$ cat config.mk
export PLATFORM = sky130hd
export DESIGN_NAME = game_session_ctrl
export DESIGN_NICKNAME = d
export VERILOG_FILES = /design/src/rtl/game_pkg.sv /design/src/rtl/game_round_timer.sv /design/src/rtl/game_session_ctrl.sv
export SDC_FILE = /design/constraint.sdc
export NUM_CORES = 1
export LEC_CHECK = 0
export CORE_MARGIN = 10
export CORE_UTILIZATION = 35
export DETAILED_ROUTE_END_ITERATION = 16
export PLACE_DENSITY = 0.7
export REMOVE_ABC_BUFFERS = 1
export SLEW_MARGIN = 20
export SYNTH_ARGS = -nofsm -noshare
export SYNTH_HDL_FRONTEND = slang
export SYNTH_SLANG_ARGS = --single-unit
$ cat constraint.sdc
create_clock -name clk -period 2.71 [get_ports clk]
set_clock_uncertainty 0.2 [all_clocks]
set_input_delay 0.4065 -clock clk [delete_from_list [all_inputs] [get_ports clk]]
set_output_delay 0.4065 -clock clk [all_outputs]
set_load 0.05 [all_outputs]
$ cat src/rtl/game_pkg.sv
// Shared types and constants for the game session sequencer.
`default_nettype none

package game_pkg;

  typedef enum logic [2:0] {
    S_IDLE   = 3'd0,
    S_CLEAR  = 3'd1,
    S_LOAD   = 3'd2,
    S_RUN    = 3'd3,
    S_RECORD = 3'd4,
    S_DONE   = 3'd5
  } state_t;

  localparam logic [1:0] CTRL_UP1   = 2'd0;
  localparam logic [1:0] CTRL_DOWN1 = 2'd1;
  localparam logic [1:0] CTRL_UP2   = 2'd2;
  localparam logic [1:0] CTRL_DOWN2 = 2'd3;

  localparam logic [1:0] WHO_WIN = 2'b10;

  // Increment that sticks at the all-ones value of a width-bit field.
  function automatic logic [31:0] sat_inc(input logic [31:0] val, input int width);
    logic [31:0] max_val;
    max_val = (width >= 32) ? 32'hFFFF_FFFF : ((32'd1 << width) - 32'd1);
    return (val >= max_val) ? val : val + 32'd1;
  endfunction

endpackage

`default_nettype wire

$ cat src/rtl/game_round_timer.sv
// RUN-phase cycle counter: clears whenever run is low, flags the last allowed cycle.
`default_nettype none

module game_round_timer #(
  parameter int CYCLES = 512
) (
  input  logic clk,
  input  logic rst_l,
  input  logic run,
  output logic expired
);

  localparam int CW = $clog2(CYCLES + 1);

  logic [CW-1:0] count;

  always_ff @(posedge clk or negedge rst_l) begin
    if (!rst_l) begin
      count <= '0;
    end else if (run) begin
      count <= count + CW'(1);
    end else begin
      count <= '0;
    end
  end

  // Count is 0 on the first RUN cycle, so CYCLES-1 marks the final permitted cycle.
  assign expired = run && (count == CW'(CYCLES - 1));

endmodule

`default_nettype wire

$ cat src/rtl/game_session_ctrl.sv
// Session sequencer driving Game_State through a programmed number of rounds.
// Optional per-round timeout compiled in with `define GAME_TIMEOUT_EN.
`default_nettype none

module game_session_ctrl
  import game_pkg::*;
#(
  parameter int COUNTER_SIZE   = 4,
  parameter int ROUND_W        = 4,
  parameter int TIMEOUT_CYCLES = 512
) (
  input  logic                    clk,
  input  logic                    rst_l,
  input  logic                    start,
  input  logic [1:0]              mode_sel,
  input  logic [COUNTER_SIZE-1:0] seed,
  input  logic [ROUND_W-1:0]      rounds,
  output logic                    gs_reset,
  output logic [1:0]              control,
  output logic [COUNTER_SIZE-1:0] i_value,
  output logic                    INIT,
  input  logic [1:0]              who,
  input  logic                    gameover,
  output logic                    busy,
  output logic                    done,
  output logic [ROUND_W-1:0]      round_cnt,
  output logic [ROUND_W-1:0]      wins,
  output logic [ROUND_W-1:0]      losses,
  output logic [ROUND_W-1:0]      timeouts
);

  state_t state, state_nxt;

  logic [1:0]              mode_q;
  logic [COUNTER_SIZE-1:0] seed_q;
  logic [ROUND_W-1:0]      rounds_q;
  logic [ROUND_W-1:0]      round_nxt;
  logic                    go_q;
  logic                    go_edge;
  logic                    expired;
  logic                    last_round;
  logic                    advance;
  logic                    accept;

  assign accept     = (state == S_IDLE) && start;
  assign go_edge    = gameover & ~go_q;
  assign round_nxt  = round_cnt + ROUND_W'(1);
  assign last_round = (round_nxt == rounds_q);
  assign advance    = (state == S_RECORD) || ((state == S_RUN) && expired && !go_edge);

`ifdef GAME_TIMEOUT_EN
  game_round_timer #(
    .CYCLES (TIMEOUT_CYCLES)
  ) u_timer (
    .clk     (clk),
    .rst_l   (rst_l),
    .run     (state == S_RUN),
    .expired (expired)
  );

  always_ff @(posedge clk or negedge rst_l) begin
    if (!rst_l) begin
      timeouts <= '0;
    end else if (accept) begin
      timeouts <= '0;
    end else if ((state == S_RUN) && expired && !go_edge) begin
      timeouts <= ROUND_W'(sat_inc(32'(timeouts), ROUND_W));
    end
  end
`else
  assign expired  = 1'b0;
  assign timeouts = '0;
`endif

  always_ff @(posedge clk or negedge rst_l) begin
    if (!rst_l) begin
      state <= S_IDLE;
    end else begin
      state <= state_nxt;
    end
  end

  always_comb begin
    state_nxt = state;
    case (state)
      S_IDLE: begin
        if (start) begin
          state_nxt = (rounds == '0) ? S_DONE : S_CLEAR;
        end
      end
      S_CLEAR:  state_nxt = S_LOAD;
      S_LOAD:   state_nxt = S_RUN;
      S_RUN: begin
        if (go_edge) begin
          state_nxt = S_RECORD;
        end else if (expired) begin
          state_nxt = last_round ? S_DONE : S_CLEAR;
        end
      end
      S_RECORD: state_nxt = last_round ? S_DONE : S_CLEAR;
      S_DONE:   state_nxt = S_IDLE;
      default:  state_nxt = S_IDLE;
    endcase
  end

  always_comb begin
    gs_reset = (state == S_IDLE) || (state == S_CLEAR) || (state == S_DONE);
    INIT     = (state == S_LOAD);
    done     = (state == S_DONE);
    busy     = (state != S_IDLE);
  end

  // Edge-detect history is wiped while the core sits in reset so a stale high never counts.
  always_ff @(posedge clk or negedge rst_l) begin
    if (!rst_l) begin
      go_q <= 1'b0;
    end else if (state == S_CLEAR) begin
      go_q <= 1'b0;
    end else begin
      go_q <= gameover;
    end
  end

  always_ff @(posedge clk or negedge rst_l) begin
    if (!rst_l) begin
      mode_q    <= CTRL_UP1;
      seed_q    <= '0;
      rounds_q  <= '0;
      control   <= CTRL_UP1;
      i_value   <= '0;
      round_cnt <= '0;
      wins      <= '0;
      losses    <= '0;
    end else begin
      if (accept) begin
        mode_q    <= mode_sel;
        seed_q    <= seed;
        rounds_q  <= rounds;
        round_cnt <= '0;
        wins      <= '0;
        losses    <= '0;
      end
      // Load values are registered on the CLEAR->LOAD edge and simply held through RUN.
      if (state == S_CLEAR) begin
        control <= mode_q;
        i_value <= seed_q + COUNTER_SIZE'(round_cnt);
      end
      if (advance) begin
        round_cnt <= round_nxt;
      end
      if (state == S_RECORD) begin
        if (who == WHO_WIN) begin
          wins <= ROUND_W'(sat_inc(32'(wins), ROUND_W));
        end else begin
          losses <= ROUND_W'(sat_inc(32'(losses), ROUND_W));
        end
      end
    end
  end

endmodule

`default_nettype wire

# After elaboration in Yosys (flattened, before gate mapping)
# Cells that the tools add are included.
# word_totals
ff_bits	32
latch_bits	0
ram_bits	0
mem_bits_ro	0
inputBits	16
wordCells	53
mem_count	0
# op_classes
addsub	4
multipliers	0
div	0
magnitude_cmp	2
eq_ne	11
n_shift	0
n_mux	16
bitwise	2
n_reduce_logical	8
# op_table
op	n
$mux W4	10
$pmux W3 S5	1
$add A4 B1 Y4 const B	3
$mux W3	4
$ge A4 B4 Y1 const B	2
$eq A3 B2 Y1 const B	2
$eq A3 B3 Y1 const B	2
$ne A3 B3 Y1 const B	2
$add A4 B4 Y4	1
$eq A4 B4 Y1	1
$logic_not A4 Y1	1
$ne A2 B2 Y1 const B	2
$eq A3 B1 Y1 const B	1
$logic_not A3 Y1	1
$reduce_bool A3 Y1	1
$eq A2 B2 Y1 const B	1
$logic_or A1 B1 Y1	2
$reduce_and A2 Y1	1
$reduce_bool A2 Y1	1
$and A1 B1 Y1	1
$logic_and A1 B1 Y1	1
$mux W1	1
$not A1 Y1	1

# Depth between registers and ports, before layout
# logic_depth
word_depth	5
mapped_depth	6
ltp_nobuf	5

# Worst setup path after synthesis
# No wires, ideal clock.
# synth_timing
path_type	reg2out
from	register state[2]
to	output done
arrival_ns	1.872
slack_ns	0.231
path_stages_with_launch	4
path_cell_list	dfrtp_1 -> buf_4 -> clkbuf_1 -> nor3b_1
# synth_via
elab_chain_cells	1
# synth_lines
element	line_no	source
start: declaration	game_session_ctrl.sv:32	state_t state, state_nxt;
start signal: assignment	game_session_ctrl.sv:79	state <= state_nxt;
$eq A3 B3 Y1	game_session_ctrl.sv:109	done = (state == S_DONE);
end: declaration	game_session_ctrl.sv:25	output logic done,
# No other way between the ends.

# Worst setup path after layout
# layout_timing
from	register state[2]
to	output INIT
# layout_via
elab_chain_cells	1
# layout_lines
element	line_no	source
$eq A3 B2 Y1	game_session_ctrl.sv:108	INIT = (state == S_LOAD);
end: declaration	game_session_ctrl.sv:21	output logic INIT,
# No other way between the ends.

==> flow_summary.json <==
{
  "die_area_um2": 7990,
  "fillCellCount": 439,
  "fin_util_pct": 46.2,
  "syn_area_um2": 1690,
  "core_area_um2": 4690,
  "worst_pin_slew_ps": 672,
  "hold_viol": 0,
  "setup_ws_ps": 186,
  "ys_top_cells_by_area": "dfrtp_1 48%, mux2_2 8.7%, ha_1 4.5%, xnor2_1 4.2%, a21oi_1 2.7%",
  "cp_num_cells": 2,
  "grt_pass1_vias": 1299,
  "synth_fa_ha_area_share_pct": 5.64,
  "ys_types": 37,
  "synth_xor_area_share_pct": 5.20,
  "final_cell_area_um2": 2170,
  "clock-sinks": 32,
  "drt-total-wl_um": 3550,
  "holdWs_ps": 306,
  "postPlaceCellArea_um2": 2090,
  "yosysWarnings": 0,
  "antenna_cells": 0,
  "period_needed_ps": 2520,
  "hpwl_um": 2670,
  "muxShareOfSynthArea_pct": 9.87,
  "drv_slew": 0,
  "crit_fanout": 17,
  "yosys-top-cells-count": "32 x dfrtp_1, 13 x mux2_2, 9 x a21oi_1",
  "synth_top_family_by_area": "compound AO/OA/AOI/OAI gates",
  "root_buffer": "clkbuf_8",
  "die_w_um": 89.4,
  "initial_core_util_pct": 35.9,
  "clk_pin_slew_ps": 60,
  "crit_path_end_kind": "output pin",
  "final-setup-viol-count": 0,
  "grt_pass1_wl_um": 5990,
  "r2r.worst_path.cells": 3,
  "cts_buffer_depth": 2,
  "synth_top_area_cell": "dfrtp_1",
  "start_kind": "flip-flop",
  "worstPathArrival_ps": 1920,
  "cp_num_buf_inv": 1,
  "yosys.area_share.simple_pct": 13.1,
  "cts_buffers": 5,
  "finalNetCount": 215,
  "antenna_found_initial": 0,
  "synthCells": 153,
  "powerDensity_nw_per_um2": 1130,
  "synth_compound_area_share_pct": 13.2,
  "synth.most_common_cell": "dfrtp_1",
  "place_ws_ps": 378,
  "worst-endpoint-required_ps": 2100,
  "vias": 1249,
  "fin_crit_sh_pct": 93.1,
  "viasPerCell": 5.08,
  "power.total_mw": 2.44,
  "wl_per_cell_um": 14.4,
  "placed_cells": 239,
  "syn_area_per_cell_um2": 11.0,
  "cp_cell_sequence": "nor3b_1 -> clkdlybuf4s50_1",
  "synthArstFlopShare_pct": 100,
  "critical_path_class": "reg -> out",
  "regToRegStartpoint": "state[2]",
  "port_buffers": 37,
  "ir_drop_mv": 0.401,
  "post-cts-setup-buffers": 0,
  "gp_congestion": 0.753,
  "num_io_pins": 42,
  "synth_ff_type": "dfrtp_1",
  "yosys_register_bits": 32,
  "overflow": 0,
  "seqCellArea_um2": 801,
  "setup_tns_ps": 0,
  "dieHeight_um": 89.4,
  "dr.pass1.iters": 4,
  "num_rows": 25,
  "status": "completed",
  "grt_max_degree": 33,
  "p_leak_nw": 0.920,
  "slowest_stage": "clkdlybuf4s50_1",
  "grtUsageTotal_pct": 9.81,
  "drv_cap": 0,
  "multi_input_area_um2": 807,
  "hold_path_class": "in -> async",
  "startpoint": "state[2]",
  "relSlewSlack_pct": 54.7,
  "area_growth_syn_to_layout_pct": 28.7,
  "fmax_mhz": 396,
  "max_stage_delay_ps": 830,
  "post_route_cells_drive_above_1_share_pct": 12.5,
  "yosysSeqAreaShare_pct": 47.5,
  "cp_top_family": "buffers and inverters",
  "drtIter0Drc": 45,
  "drc": 0,
  "ctsHtreeMaxLevel": 2,
  "clkLatencyLatePin_ps": 280,
  "cts_tree": "done",
  "synth_top_area_share_pct": 47.5,
  "postRouteAntennaNets": 0,
  "synth-edff-count": 0,
  "stdcell_count": 246,
  "rsz0062_at_grt": "no"
}
==> layout make-up <==
cell class	count	area share, %
inverters	7	1.21
clock inverters	1	0.231
multi-input cells	107	37.2
flip-flops and latches	32	36.9
well taps	54	3.11
repair buffers	39	18.0
clock buffers	6	3.34
==> placed cells by master (no fill, tap or decap), types with 2 or more instances in the layout <==
| master | n |
|---|---|
| o21ai_0 | 8 |
| buf_4 | 2 |
| clkbuf_8 | 5 |
| mux2_2 | 13 |
| dfrtp_1 | 32 |
| a211oi_1 | 2 |
| nor2_1 | 7 |
| a21o_1 | 2 |
| conb_1 | 4 |
| a22o_1 | 4 |
| inv_1 | 7 |
| nor2b_1 | 2 |
| dlymetal6s2s_1 | 2 |
| nor3b_1 | 2 |
| nand2_1 | 6 |
| nor3_1 | 4 |
| nand3_1 | 6 |
| ha_1 | 6 |
| mux2i_1 | 2 |
| clkdlybuf4s50_1 | 35 |
| nand2b_1 | 3 |
| xor2_1 | 2 |
| a21oi_1 | 9 |
| nor4_1 | 4 |
| xnor2_1 | 8 |
==> what timing repair did <==
item / 4_1_cts / 5_1_grt
setup endpoints to repair: 0 / 2
gates resized for setup: 0 / 2
hold buffers: 0 / 0
==> cells by family (layout without fill, tap and decap cells) <==
kind of cell             count (synthesis)  in the layout
flip-flops                              32             32
multiplexers                            15             15
other                                    1              4
adder cells (fa/ha/maj)                  7              7
XOR/XNOR                                10             10
buffers and inverters                   17             53
AND/OR/NAND/NOR                         40             40
AO/OA/AOI/OAI                           31             31
==> flip-flops by register name (all words and copies together), names as in the netlist <==
register,flops
round_cnt,4
go_q,1
mode_q,2
seed_q,4
i_value,4
control,2
losses,4
wins,4
rounds_q,4
state,3
==> worst reg2reg max path: stages (launching register included) <==
cell,delay [ps]
dfrtp_1,640
or3b_1,530
or4_1,530
o32ai_1,150
==> worst paths after layout <==
kind / slack (ps) / end
max in group asynchronous: 1700 / i_value[1]
worst min-delay path: 310 / losses[0]
worst max register to register: 550 / state[2]
min in group clk: 310 / mode_q[0]
worst min register to register: 310 / mode_q[0]
worst max-delay path: 190 / INIT
==> per-layer routing <==
| layer | up-vias | GRT usage [%] | wire (µm) |
|---|---|---|---|
| met5 | - | 0 | 0 |
| met4 | 0 | 3.90 | 60 |
| met3 | 6 | 4.47 | 240 |
| met2 | 26 | 15.3 | 1620 |
| met1 | 598 | 11.4 | 1630 |
| li1 | 619 | - | - |
==> report_power, final <==
part	internal, mW	leakage, nW	switching (mW)
sequential	0.665	0.403	0.186
combinational	0.524	0.475	0.729
clock	0.174	0.0410	0.165
total	1.36	0.920	1.08
Power figures use the tool's default switching activity.
